--- config.mk ---
export PLATFORM = sky130hd
export DESIGN_NAME = q_episode_ctrl
export DESIGN_NICKNAME = d
export VERILOG_FILES = /design/src/rtl/q_episode_ctrl.sv
export SDC_FILE = /design/constraint.sdc
export NUM_CORES = 1
export LEC_CHECK = 0
export ABC_AREA = 1
export BUFFER_PORTS_ARGS = -buffer_cell sky130_fd_sc_hd__buf_2
export CAP_MARGIN = 20
export CORE_AREA = 2 2 139 141
export DETAILED_ROUTE_END_ITERATION = 8
export DIE_AREA = 0 0 141 143
export PLACE_DENSITY_LB_ADDON = 0.12
export SLEW_MARGIN = 30
export SYNTH_ARGS = -nofsm -noshare
export SYNTH_HDL_FRONTEND = slang
export SYNTH_SLANG_ARGS = --single-unit
--- constraint.sdc ---
create_clock -name clk -period 3.1 [get_ports clk]
set_input_delay 0.155 -clock clk [delete_from_list [all_inputs] [get_ports clk]]
set_output_delay 0.155 -clock clk [all_outputs]
set_load 0.1 [all_outputs]
--- src/rtl/q_episode_ctrl.sv ---
// q_episode_ctrl: epsilon-greedy Q-learning episode sequencer, 6x6 grid.
// Optional: define Q_EPS_DECAY_EN for per-episode epsilon decay.
module q_episode_ctrl #(
  parameter int unsigned MAX_STEPS    = 64,
  parameter int unsigned NUM_EPISODES = 100,
  parameter logic [7:0]  EPSILON      = 8'd26,
  parameter logic [15:0] LFSR_SEED    = 16'hACE1,
  parameter int          GOAL_REWARD  = 100,
  parameter int          STEP_REWARD  = -1,
  parameter int          WALL_REWARD  = -10
) (
  input  logic            clk,
  input  logic            rst,
  input  logic            start,
  input  logic [5:0]      start_state,
  input  logic [5:0]      target_state,
  input  logic [36:0]     blocked_vec,
  output logic            q_rd_en,
  output logic [5:0]      q_rd_state,
  input  logic [3:0][31:0] q_rd_data,
  output logic            upd_valid,
  input  logic            upd_ready,
  output logic [5:0]      upd_state,
  output logic [1:0]      upd_action,
  output logic [5:0]      upd_next_state,
  output logic [15:0]     upd_reward,
  output logic            busy,
  output logic            done,
  output logic [5:0]      cur_state,
  output logic [7:0]      step_cnt,
  output logic [9:0]      episode_cnt
);

  typedef enum logic [2:0] {
    S_IDLE,
    S_READ,
    S_SELECT,
    S_MOVE,
    S_UPDATE,
    S_CHECK,
    S_DONE
  } state_t;

  localparam logic [15:0] R_GOAL = 16'(GOAL_REWARD);
  localparam logic [15:0] R_STEP = 16'(STEP_REWARD);
  localparam logic [15:0] R_WALL = 16'(WALL_REWARD);
  localparam logic [7:0]  MAX_S  = 8'(MAX_STEPS);
  localparam logic [9:0]  NUM_E  = 10'(NUM_EPISODES);

  state_t      state_q, state_d;
  logic [15:0] lfsr_q, lfsr_d;
  logic [7:0]  eps_q, eps_d;
  logic [5:0]  start_q, start_d;
  logic [5:0]  tgt_q, tgt_d;
  logic [5:0]  cur_q, cur_d;
  logic [7:0]  step_q, step_d;
  logic [9:0]  ep_q, ep_d;
  logic [1:0]  act_q, act_d;
  logic [5:0]  nxt_q, nxt_d;
  logic [15:0] rew_q, rew_d;

  logic [1:0]  greedy;
  logic        lfsr_fb;
  logic        tgt_ok;
  logic [5:0]  sm1;
  logic [5:0]  row;
  logic [5:0]  col;
  logic [5:0]  cand;
  logic        legal;
  logic [63:0] blk_ext;
  logic [5:0]  mv_nxt;
  logic [15:0] mv_rew;
  logic [7:0]  step_inc;
  logic [9:0]  ep_inc;
  logic        ep_end;

  assign lfsr_fb = lfsr_q[15] ^ lfsr_q[13]
                 ^ lfsr_q[12] ^ lfsr_q[10];
  assign tgt_ok  = (tgt_q != 6'd0) && (tgt_q <= 6'd36);
  assign blk_ext = {27'd0, blocked_vec};

  assign step_inc = step_q + 8'd1;
  assign ep_inc   = ep_q + 10'd1;
  assign ep_end   = (nxt_q == tgt_q && tgt_ok)
                 || (step_inc == MAX_S);

  assign upd_state      = cur_q;
  assign upd_action     = act_q;
  assign upd_next_state = nxt_q;
  assign upd_reward     = rew_q;
  assign cur_state      = cur_q;
  assign step_cnt       = step_q;
  assign episode_cnt    = ep_q;

  // Greedy pick: signed argmax over the row, lowest index wins ties.
  always_comb begin
    logic signed [31:0] bv;
    greedy = 2'd0;
    bv     = q_rd_data[0];
    for (int i = 1; i < 4; i++) begin
      if ($signed(q_rd_data[i]) > bv) begin
        greedy = 2'(i);
        bv     = q_rd_data[i];
      end
    end
  end

  // Grid move: candidate cell, legality, blocking and reward.
  always_comb begin
    sm1   = cur_q - 6'd1;
    row   = sm1 / 6'd6;
    col   = sm1 % 6'd6;
    cand  = cur_q;
    legal = 1'b0;
    unique case (act_q)
      2'd0: begin
        legal = (row != 6'd0);
        cand  = cur_q - 6'd6;
      end
      2'd1: begin
        legal = (col < 6'd5);
        cand  = cur_q + 6'd1;
      end
      2'd2: begin
        legal = (row < 6'd5);
        cand  = cur_q + 6'd6;
      end
      2'd3: begin
        legal = (col != 6'd0);
        cand  = cur_q - 6'd1;
      end
    endcase
    mv_nxt = cur_q;
    mv_rew = R_WALL;
    if (legal && !blk_ext[cand]) begin
      mv_nxt = cand;
      if (cand == tgt_q && tgt_ok) begin
        mv_rew = R_GOAL;
      end else begin
        mv_rew = R_STEP;
      end
    end
  end

  // Next-state, datapath updates and Moore outputs.
  always_comb begin
    state_d    = state_q;
    lfsr_d     = lfsr_q;
    eps_d      = eps_q;
    start_d    = start_q;
    tgt_d      = tgt_q;
    cur_d      = cur_q;
    step_d     = step_q;
    ep_d       = ep_q;
    act_d      = act_q;
    nxt_d      = nxt_q;
    rew_d      = rew_q;
    q_rd_en    = 1'b0;
    q_rd_state = 6'd0;
    upd_valid  = 1'b0;
    busy       = 1'b0;
    done       = 1'b0;
    unique case (state_q)
      S_IDLE: begin
        if (start) begin
          start_d = start_state;
          tgt_d   = target_state;
          cur_d   = start_state;
          step_d  = 8'd0;
          ep_d    = 10'd0;
          eps_d   = EPSILON;
          state_d = S_READ;
        end
      end
      S_READ: begin
        busy       = 1'b1;
        q_rd_en    = 1'b1;
        q_rd_state = cur_q;
        state_d    = S_SELECT;
      end
      S_SELECT: begin
        busy = 1'b1;
        if (lfsr_q[7:0] < eps_q) begin
          act_d = lfsr_q[9:8];
        end else begin
          act_d = greedy;
        end
        lfsr_d  = {lfsr_q[14:0], lfsr_fb};
        state_d = S_MOVE;
      end
      S_MOVE: begin
        busy    = 1'b1;
        nxt_d   = mv_nxt;
        rew_d   = mv_rew;
        state_d = S_UPDATE;
      end
      S_UPDATE: begin
        busy      = 1'b1;
        upd_valid = 1'b1;
        if (upd_ready) begin
          state_d = S_CHECK;
        end
      end
      S_CHECK: begin
        busy    = 1'b1;
        cur_d   = nxt_q;
        step_d  = step_inc;
        state_d = S_READ;
        if (ep_end) begin
          ep_d   = ep_inc;
          step_d = 8'd0;
          cur_d  = start_q;
`ifdef Q_EPS_DECAY_EN
          if (eps_q != 8'd0) begin
            eps_d = eps_q - 8'd1;
          end
`else
          eps_d = eps_q;
`endif
          if (ep_inc == NUM_E) begin
            state_d = S_DONE;
          end
        end
      end
      S_DONE: begin
        done    = 1'b1;
        state_d = S_IDLE;
      end
      default: begin
        state_d = S_IDLE;
      end
    endcase
  end

  // State and datapath registers; reset aborts any run.
  always_ff @(posedge clk or negedge rst) begin
    if (!rst) begin
      state_q <= S_IDLE;
      lfsr_q  <= LFSR_SEED;
      eps_q   <= EPSILON;
      start_q <= 6'd0;
      tgt_q   <= 6'd0;
      cur_q   <= 6'd0;
      step_q  <= 8'd0;
      ep_q    <= 10'd0;
      act_q   <= 2'd0;
      nxt_q   <= 6'd0;
      rew_q   <= 16'd0;
    end else begin
      state_q <= state_d;
      lfsr_q  <= lfsr_d;
      eps_q   <= eps_d;
      start_q <= start_d;
      tgt_q   <= tgt_d;
      cur_q   <= cur_d;
      step_q  <= step_d;
      ep_q    <= ep_d;
      act_q   <= act_d;
      nxt_q   <= nxt_d;
      rew_q   <= rew_d;
    end
  end

endmodule

### Word level (Yosys, flattened, before mapping)

Cells that the tools add are included.

| operators by class | value |
|---|---|
| reductions and logical operators | 17 |
| mux-type cells | 32 |
| $add $sub $neg | 6 |
| equality and inequality tests | 16 |
| magnitude comparators | 8 |
| shifts and indexed selects | 0 |
| $mul | 0 |
| divide/modulo/power cells | 2 |
| bitwise operators | 3 |

Operators by type and width:

| cell | count |
|---|---|
| 32-bit > comparator | 3 |
| 32-bit two-way mux | 2 |
| 16-bit two-way mux | 2 |
| 6-bit two-way mux | 4 |
| 6-bit one-hot mux with 4 select lines | 1 |
| 10-bit two-way mux | 2 |
| 10-bit one-hot mux with 2 select lines | 1 |
| 3-bit one-hot mux with 6 select lines | 1 |
| 6-bit nonzero test | 3 |
| 8-bit two-way mux | 2 |
| 8-bit one-hot mux with 2 select lines | 1 |
| 6-bit equality test | 2 |
| 6-bit by 3-bit less-than comparator with 1-bit output (second input constant) | 2 |
| 3-bit two-way mux | 4 |
| 6-bit one-hot mux with 2 select lines | 1 |
| 10-bit by 1-bit adder with 10-bit output (second input constant) | 1 |
| 10-bit by 7-bit equality test with 1-bit output (second input constant) | 1 |
| 3-bit equality test (second input constant) | 3 |
| 8-bit by 1-bit adder with 8-bit output (second input constant) | 1 |
| 8-bit by 7-bit equality test with 1-bit output (second input constant) | 1 |
| 8-bit by 5-bit less-than comparator with 1-bit output (second input constant) | 1 |
| 6-bit by 7-bit less-than comparator with 1-bit output (second input constant) | 1 |
| 6-bit by 1-bit adder with 6-bit output (second input constant) | 1 |
| 6-bit by 3-bit adder with 6-bit output (second input constant) | 1 |
| 24 further kinds | 42 |

| word-level totals | value |
|---|---|
| RAM bits | 0 |
| bits in latches | 0 |
| logic and storage cells | 94 |
| output and inout port bits | 64 |
| memories | 0 |
| ROM bits | 0 |
| register bits after elaboration | 79 |

### Logic depth before layout (Yosys ltp)

Gate-level depths: netlist of run 1.

| depth | value |
|---|---|
| depth after elaboration | 7 |
| depth in mapped cells | 46 |
| gate-level depth less buffers | 42 |

### Least setup slack after synthesis of run 1

OpenSTA, ideal clock, no wires.

| path | value |
|---|---|
| path type | input to register |
| start point | input q_rd_data[31] in the netlist's numbering |
| end point | register act_q[0] (netlist: upd_action[0]) |
| data arrival time | 5.420 ns |
| path buffers | 4 |
| data required time | 2.987 ns |
| path slack | -2.433 ns |
| setup time | 0.113 ns |
| cell stages on the path | 39 |
| cells stage by stage | inv_1 ha_1 nand4_1 nor3_1 nor4b_1 nand2_1 a21oi_1 nand3b_1 buf_2 buf_2 nand2_1 o21ai_0 ha_1 a21oi_1 o21ai_0 a21oi_1 nor2_1 o21ai_0 [3 not listed] xnor2_1 nand2_1 clkbuf_1 clkbuf_1 o21ai_1 ha_1 nand4_1 nor4_1 inv_1 nor4_1 o21ai_0 nand2_1 xor2_1 a21oi_1 nand2_1 nand3b_1 nand2_1 inv_1 |

| between the ends | value |
|---|---|
| cells in the longest elaborated chain, start to end | 7 |
| elaborated cells on any way between the ends | 9 |
| those cells by class | order compare: 3; mux: 6 |

RTL lines:

| what | RTL line | RTL |
|---|---|---|
| start, declared | 20 | `input logic [3:0][31:0] q_rd_data,` |
| 32-bit > comparator | 101 | `if ($signed(q_rd_data[i]) > bv) begin` |
| 32-bit two-way mux | 101 |  |
| 32-bit > comparator | 101 |  |
| 32-bit two-way mux | 101 |  |
| 32-bit > comparator | 101 |  |
| 2-bit two-way mux (*) | 101 |  |
| 2-bit two-way mux (*) | 183 | `if (lfsr_q[7:0] < eps_q) begin` |
| end signal, assigned | 258 | `act_q <= act_d;` |
| end, declared | 58 | `logic [1:0] act_q, act_d;` |

Every way passes the cells marked *; elsewhere a longest branch is shown, timed or not.
A chain may end at the register's enable or synchronous reset.

### Worst setup path in the final report of run 1

| path | value |
|---|---|
| start point | input q_rd_data[17] in the netlist's numbering |
| end point | register act_q[0] (netlist: upd_action[0]) |

The elaborated chain is that of the path after synthesis.

==> key figures, run 1 <==
GRT
  • GRT overflow: 0
  • First-pass GRT wire length: approximately 37000 µm
  • Initial antenna violation count: 6
  • Total track usage: a little under a quarter
  • Vias in the first global route: just under 8000
  • Largest net degree at the start of global routing: 32

STA
  • Max-slew headroom: roughly half
  • Worst slew pin tran: between 0.7 and 0.8 ns
  • Fin crit period: ~5.3 ns
  • RSZ-0062 raised after global routing: yes
  • Part of the cycle the worst path needs: 171.2%
  • Setup ws final: -2.207 ns
  • Final Hold Fails: 0
  • Hold WS: 0.02530 ns
  • Pins Over Slew Limit: 0
  • FMAX: around 190 MHz
  • Final setup viols: 2
  • Skew final: 0.006182 ns

Run status
  • Status: complete, but fails checks
  • Failing checks: negative setup slack

Power
  • Comb power frac: between 70% and 80%
  • Switch share: between 50% and 60%
  • Total power: just over 10 mW
  • Cell Pwr Density: about 960 mW/mm²
  • P_sw: just under 6 mW
  • Pint: 4.370 mW
  • Sequential Power Share: between 10% and 20%
  • Clock network fraction of total power: about a tenth
  • Lkg Pwr: approximately 5.5 nW
  • Max IR drop VDD: ~0.44 mV

Critical path
  • Crit Path Class: in2reg
  • Crit path buf inv count: 11
  • Cell mode on critical path: nand2_1
  • Arrival time worst endpoint: ~5.5 ns
  • CP required: ~3.3 ns
  • Top delay family on crit path: simple AND/OR/NAND/NOR gates
  • Max incr delay on CP: around 0.31 ns
  • Crit path launch type: primary input
  • Worst setup EP type: flop
  • Critical path peak fanout: 14
  • Slowest CP cell: ha_1

CTS
  • Worst-case clock buffer depth: 2
  • Worst-Skew Late Latency: 0.33 ns
  • CTS sink count: 66
  • Number of buffers created by CTS: 9
  • TritonCTS clock tree: done
  • Reg clk slew, reported paths: ~0.06 ns
  • CTS HTree Levels: 3
  • Root buffer cell: clkbuf_16

Drt
  • Remaining DRCs: 0
  • Iter 0 DRT Violations: about 360
  • Via count: approximately 8300
  • DR pass1 iterations: 5
  • WL per Instance: between 10 and 15 µm
  • Routed Antenna Nets: 0
  • Drt via density: ~5
  • Routed wire length: between 20000 and 25000 µm

Die
  • Die W: ~140 µm
  • Die Ht: ~140 µm
  • Io pins: 245
  • Rows: 50
  • Core region area: ~0.019 mm²
  • Die area: around 0.02 mm²
  • Initial Util: between 30% and 40%

Logic synthesis
  • Post-synth EDFFs: 0
  • Post-Syn Instances: between 1000 and 1500
  • Synth async-reset ratio: 100.0%
  • Syn Std Cell Area: about 0.0074 mm²
  • Top FF cell, synth: dfrtp_1
  • Synth Net Count: about 1300
  • Flops & latches, synth: 66
  • Mean Syn Cell Area: between 7 and 8 µm²
  • Synthesis warning total: 0
  • Sequential element share of the synthesized area: 22.49%
  • Synth cell types: just over 50

Finish
  • Fin cells: around 1600
  • Layout cell share with drive strength beyond 1: 39.89%
  • Final core utilization: slightly below 60%
  • Layout overhead on the synthesized area: 45.23%
  • Final nets: 1687

Placed design
  • Global placer's final weighted congestion: between 0.8 and 0.9
  • Cell Count Post-Placement: about 1600
  • Buffers on Ports: 244
  • DPL Wire Length: approximately 19000 µm

Job
  • Max Cap Violations: 0

Min path
  • Hold Crit Class: in2reg
[worst paths after layout]
path,from,end,slack [ns],depth (start not counted)
setup / recovery,q_rd_data[17],upd_action[0],-2.21,41
hold / removal,target_state[0],tgt_q[0],0.03,3
setup reg to reg,cur_state[1],upd_next_state[1],0.25,24
hold reg to reg,lfsr_q[6],lfsr_q[7],0.48,2
max in group asynchronous,rst,lfsr_q[13],1.85,3
min in group asynchronous,rst,step_cnt[3],0.43,2
[through the flow]
step	setup TNS [ns]	setup slack [ns]	cell area [µm²]
finish	-4.376	-2.207	10730
global route	-5.264	-2.649	10730
CTS	-4.300	-2.166	10300
detailed placement	-5.556	-2.799	9575
global placement	-5.487	-2.773	9575
floorplan	-4.722	-1.880	7482
[final cells by class]
type	count	area, µm²
inverter	131	510.5
multi-input combinational	809	5498
clock inverter	2	35.03
antenna	5	12.51
tap	234	292.8
fill	1819	7850
clock buffer	14	264.0
sequential	66	1668
timing repair buffer	382	2450
[power groups by stage]
stage / sequential, mW / combinational [mW] / clock, mW
2_1_floorplan: 2.05 / 4.81 / 0
3_3_place_gp: 1.34 / 7.17 / 0
3_5_place_dp: 1.34 / 7.22 / 0
4_1_cts: 1.33 / 7.57 / 1.04
5_1_grt: 1.37 / 8.66 / 1.08
6_report: 1.34 / 7.92 / 1.03
[what timing repair did]
item,CTS,global route
hold buffers,1,0
cloned,4,2
endpoints found under the hold margin,27,0
gates resized for setup,92,74
buffers inserted,16,6
endpoints found under the setup margin,2,10
pin swaps,50,32
[synthesized netlist by cell type (4+ instances only)]
cell,instances,area (µm²)
nor3_1,11,55.05
nand2_1,224,840.8
buf_4,20,150.1
nand2_2,14,87.58
xor2_1,24,210.2
a21oi_1,47,235.2
nor4_1,9,56.30
xnor2_1,11,96.34
o21ai_0,134,670.6
nand4_1,15,93.84
buf_2,8,40.04
a211oi_1,8,60.06
dfrtp_1,58,1451
clkbuf_1,14,52.55
a31oi_1,4,25.02
nand3_2,8,80.08
o221ai_1,9,78.83
o22ai_1,18,112.6
o211ai_1,7,52.55
or2_2,5,31.28
o21ai_1,13,65.06
ha_1,106,1326
nand3_1,46,230.2
dfstp_2,8,210.2
inv_2,7,26.28
nor2_1,66,247.7
inv_1,120,450.4
[worst reg2reg max path: stages, from the launching register on]
cell	delay, ns
dfrtp_2	0.41
buf_4	0.18
nor2_4	0.13
nand3_1	0.10
nand2_2	0.10
nand2_2	0.09
nand3_2	0.09
nand2_2	0.07
nand2_2	0.09
nand3_4	0.08
nand2_2	0.07
nand2_2	0.07
nand2_2	0.08
inv_1	0.05
ha_1	0.26
inv_1	0.05
nand2_1	0.05
nand2_1	0.07
nand2_1	0.08
o21bai_4	0.13
nand3_4	0.15
nand2_8	0.14
nand2_1	0.06
nand3_1	0.09
nand2_1	0.05
[placed cells by master, fill, tap and decap left out, types with 9 or more instances in the layout]
| cell | count |
|---|---|
| buf_2 | 242 |
| nand2_1 | 205 |
| buf_4 | 118 |
| inv_1 | 115 |
| ha_1 | 95 |
| o21ai_0 | 94 |
| nor2_1 | 55 |
| dfrtp_1 | 53 |
| nand3_1 | 44 |
| a21oi_1 | 36 |
| nand2_2 | 29 |
| o21ai_2 | 28 |
| o21ai_1 | 27 |
| xor2_1 | 24 |
| o22ai_1 | 17 |
| nand4_1 | 15 |
| nor2_2 | 12 |
| clkbuf_16 | 11 |
| inv_2 | 10 |
| nand3_2 | 10 |
| a21oi_2 | 10 |
| ha_4 | 10 |
| buf_6 | 10 |
| o221ai_1 | 9 |
| xnor2_1 | 9 |
[state kept, by name (all words and copies together), names as in the netlist]
register	cells
lfsr_q	16
episode_cnt	10
step_cnt	8
cur_state	6
start_q	6
tgt_q	6
upd_next_state	6
state_q	3
upd_reward	3
upd_action	2
[kinds of logic (layout without fill, tap and decap cells)]
group                      after synthesis  in the layout  share of synthesized area, %
and+or+nand+nor                        412            412                         25.11
buffers and inverters                  177            529                         10.43
other                                    0              5                             0
adders and majority gates              107            107                         18.22
xor gates and xnor gates                35             35                         4.149
DFF                                     66             66                         22.49
muxes                                    2              2                        0.2710
AOI/OAI and AO/OA                      253            253                         19.32
[metal layers]
metal | track usage [%] | up-vias | part of all wire (%)
met5 | 0 | - | 0.029
met4 | 6.526 | 2 | 2.0
met3 | 4.661 | 33 | 6.2
met2 | 41.54 | 240 | 50
met1 | 27.04 | 3766 | 42
li1 | - | 4264 | -
Note: power is estimated with default switching activity, not from simulation.
==> run 2, diff against run 1 <==
CORE_AREA = 2 2 160 123   (was 2 2 139 141)
DIE_AREA = 0 0 162 125   (was 0 0 141 143)
==> run 2 against run 1 <==
Compared with the run above: the run still ends with negative setup slack left; highest routed layer is now met4; sequential share of layout area down 0.097 points; fmax down 4.2%; via count down 0.49%; die area up 0.43%; combinational power down 1%; hold slack about the same; critical path type unchanged; design area up 0.63%; first-iteration DRC count up 36%.
==> key figures, run 2 (synthesis results as in run 1) <==
Finish
  • Fin cells: 1666 (was 1643)
  • Final core utilization: 57.35% (was 57.75%)
  • Commonest cells after routing, fill and taps aside: buf_2 (236), nand2_1 (212), buf_4 (130) (was buf_2 (242), nand2_1 (205), buf_4 (118))
  • Register with the most flip-flops: lfsr_q (unchanged)
  • Antenna Cells: 0 (was 5)
  • Layout cell share with drive strength beyond 1: 39.42% (was 39.89%)
  • Layout overhead on the synthesized area: 46.15% (was 45.23%)
  • Max reg flops: 16 (unchanged)
  • Most common cell after layout, fill and taps aside: buf_2 (unchanged)
  • Final nets: 1696 (was 1687)

Die
  • Rows: 44 (was 50)
  • Io pins: 245 (unchanged)
  • Die area: 0.02025 mm² (was 0.02016 mm²)
  • Die Ht: 125 µm (was 143 µm)
  • Initial Util: 39.24% (was 39.76%)
  • Core region area: 0.01883 mm² (was 0.01858 mm²)
  • Die W: 162 µm (was 141 µm)

Critical path
  • Critical path peak fanout: 15 (was 14)
  • Cell mode on critical path: nand2_1 (unchanged)
  • Crit Path Class: in2reg (unchanged)
  • Max incr delay on CP: 0.36 ns (was 0.31 ns)
  • Top delay family on crit path: simple AND/OR/NAND/NOR gates (unchanged)
  • Crit path launch type: primary input (unchanged)
  • Arrival time worst endpoint: 5.81 ns (was 5.53 ns)
  • CP required: 3.37 ns (was 3.33 ns)
  • Worst setup EP type: flop (unchanged)
  • Slowest CP cell: nor4b_4 (was ha_1)
  • Crit path buf inv count: 8 (was 11)

STA
  • FMAX: 180.5 MHz (was 188.4 MHz)
  • Worst slew pin tran: 0.6060 ns (was 0.7484 ns)
  • Pins Over Slew Limit: 0 (unchanged)
  • Hold WS: 0.02496 ns (was 0.02530 ns)
  • Part of the cycle the worst path needs: 178.7% (was 171.2%)
  • Final Hold Fails: 0 (unchanged)
  • Skew final: 0.007235 ns (was 0.006182 ns)
  • Max-slew headroom: 59.60% (was 50.11%)
  • Setup ws final: -2.441 ns (was -2.207 ns)
  • Final setup viols: 2 (unchanged)
  • Fin crit period: 5.541 ns (was 5.307 ns)
  • RSZ-0062 raised after global routing: yes (unchanged)

Power
  • Max IR drop VDD: 0.7674 mV (was 0.4378 mV)
  • Cell Pwr Density: 948.0 mW/mm² (was 958.5 mW/mm²)
  • Lkg Pwr: 5.564 nW (was 5.545 nW)
  • Total power: 10.24 mW (was 10.29 mW)

GRT
  • GRT overflow: 0 (unchanged)
  • First-pass GRT wire length: 37770 µm (was 37370 µm)
  • Total track usage: 22.65% (was 22.75%)
  • Initial antenna violation count: 0 (was 6)
  • Largest net degree at the start of global routing: 28 (was 32)
  • Vias in the first global route: 7795 (was 7960)

Drt
  • Drt via density: 4.960 (was 5.055)
  • Via count: 8264 (was 8305)
  • Remaining DRCs: 0 (unchanged)
  • WL per Instance: 14.31 µm (was 14.57 µm)
  • DR pass1 iterations: 5 (unchanged)
  • Routed wire length: 23840 µm (was 23950 µm)
  • Iter 0 DRT Violations: 485 (was 356)
  • Routed Antenna Nets: 0 (unchanged)

CTS
  • CTS HTree Levels: 3 (unchanged)
  • Reg clk slew, reported paths: 0.05 ns (was 0.06 ns)
  • Number of buffers created by CTS: 9 (unchanged)
  • Worst-Skew Late Latency: 0.33 ns (about the same)
  • CTS sink count: 66 (unchanged)
  • TritonCTS clock tree: done (unchanged)
  • Root buffer cell: clkbuf_16 (unchanged)
  • Worst-case clock buffer depth: 2 (unchanged)

Placed design
  • Pre-CTS setup slack: -3.036 ns (was -2.799 ns)
  • Cell Count Post-Placement: 1615 (was 1595)
  • DPL Wire Length: 18410 µm (was 19080 µm)
  • Buffers on Ports: 244 (unchanged)
  • Global placer's final weighted congestion: 0.8390 (was 0.8659)

Run status
  • Failing checks: negative setup slack (unchanged)
  • Status: complete, but fails checks (unchanged)

Min path
  • Hold Crit Class: in2reg (unchanged)

Job
  • Max Cap Violations: 0 (unchanged)
## run 2: power by group
part / internal [mW] / switching [mW]
logic: 2.61 / 5.23
clock network: 0.690 / 0.371
registers: 1.07 / 0.270
total: 4.37 / 5.87
## run 2: final cells by class
class	instances	area [µm²]
inverter	131	510.5
timing repair buffer	391	2535
clock buffer	13	270.3
tap	253	316.6
sequential	66	1668
multi-input combinational	809	5451
clock inverter	3	46.29
fill	1806	8030
## run 2: worst paths after layout
check | from | endpoint | slack (ns) | depth (start not counted)
worst min register to register | lfsr_q[6] | lfsr_q[7] | 0.48 | 2
min in group asynchronous | rst | upd_reward[6] | 0.37 | 2
max in group asynchronous | rst | lfsr_q[10] | 1.93 | 3
worst max register to register | upd_action[1] | upd_next_state[2] | 0.26 | 14
worst min-delay path | target_state[2] | tgt_q[2] | 0.02 | 3
worst max-delay path | q_rd_data[31] | upd_action[0] | -2.44 | 41
## run 2: tightest hold or removal path: stages
cell and delay (ns):
buf_2 0.08, nand2_1 0.04, nand2_1 0.04
## run 2: through the flow
stage | cell area (µm²) | TNS (ns)
floorplan | 7482 | -4.722
global placement | 9619 | -5.858
detailed placement | 9619 | -6.026
CTS | 10140 | -4.734
global route | 10800 | -5.696
finish | 10800 | -4.854
## run 2: repair_timing
item | in CTS | in global routing
gates resized for setup | 22 | 122
gates cloned | 3 | 4
hold endpoints to repair | 24 | 0
pin swaps | 4 | 43
setup buffers | 12 | 16
setup endpoints to repair | 2 | 10
hold buffers | 1 | 0
## run 2: routing by layer
| metal | track usage (%) | wire length [µm] | share of wire (%) | up-vias |
|---|---|---|---|---|
| met5 | 0 | 0 | 0 | - |
| met4 | 3.071 | 156 | 0.65 | 0 |
| met3 | 3.218 | 1244 | 5.2 | 13 |
| met2 | 35.87 | 10550 | 44 | 212 |
| met1 | 33.56 | 11890 | 50 | 3764 |
| li1 | - | - | - | 4275 |
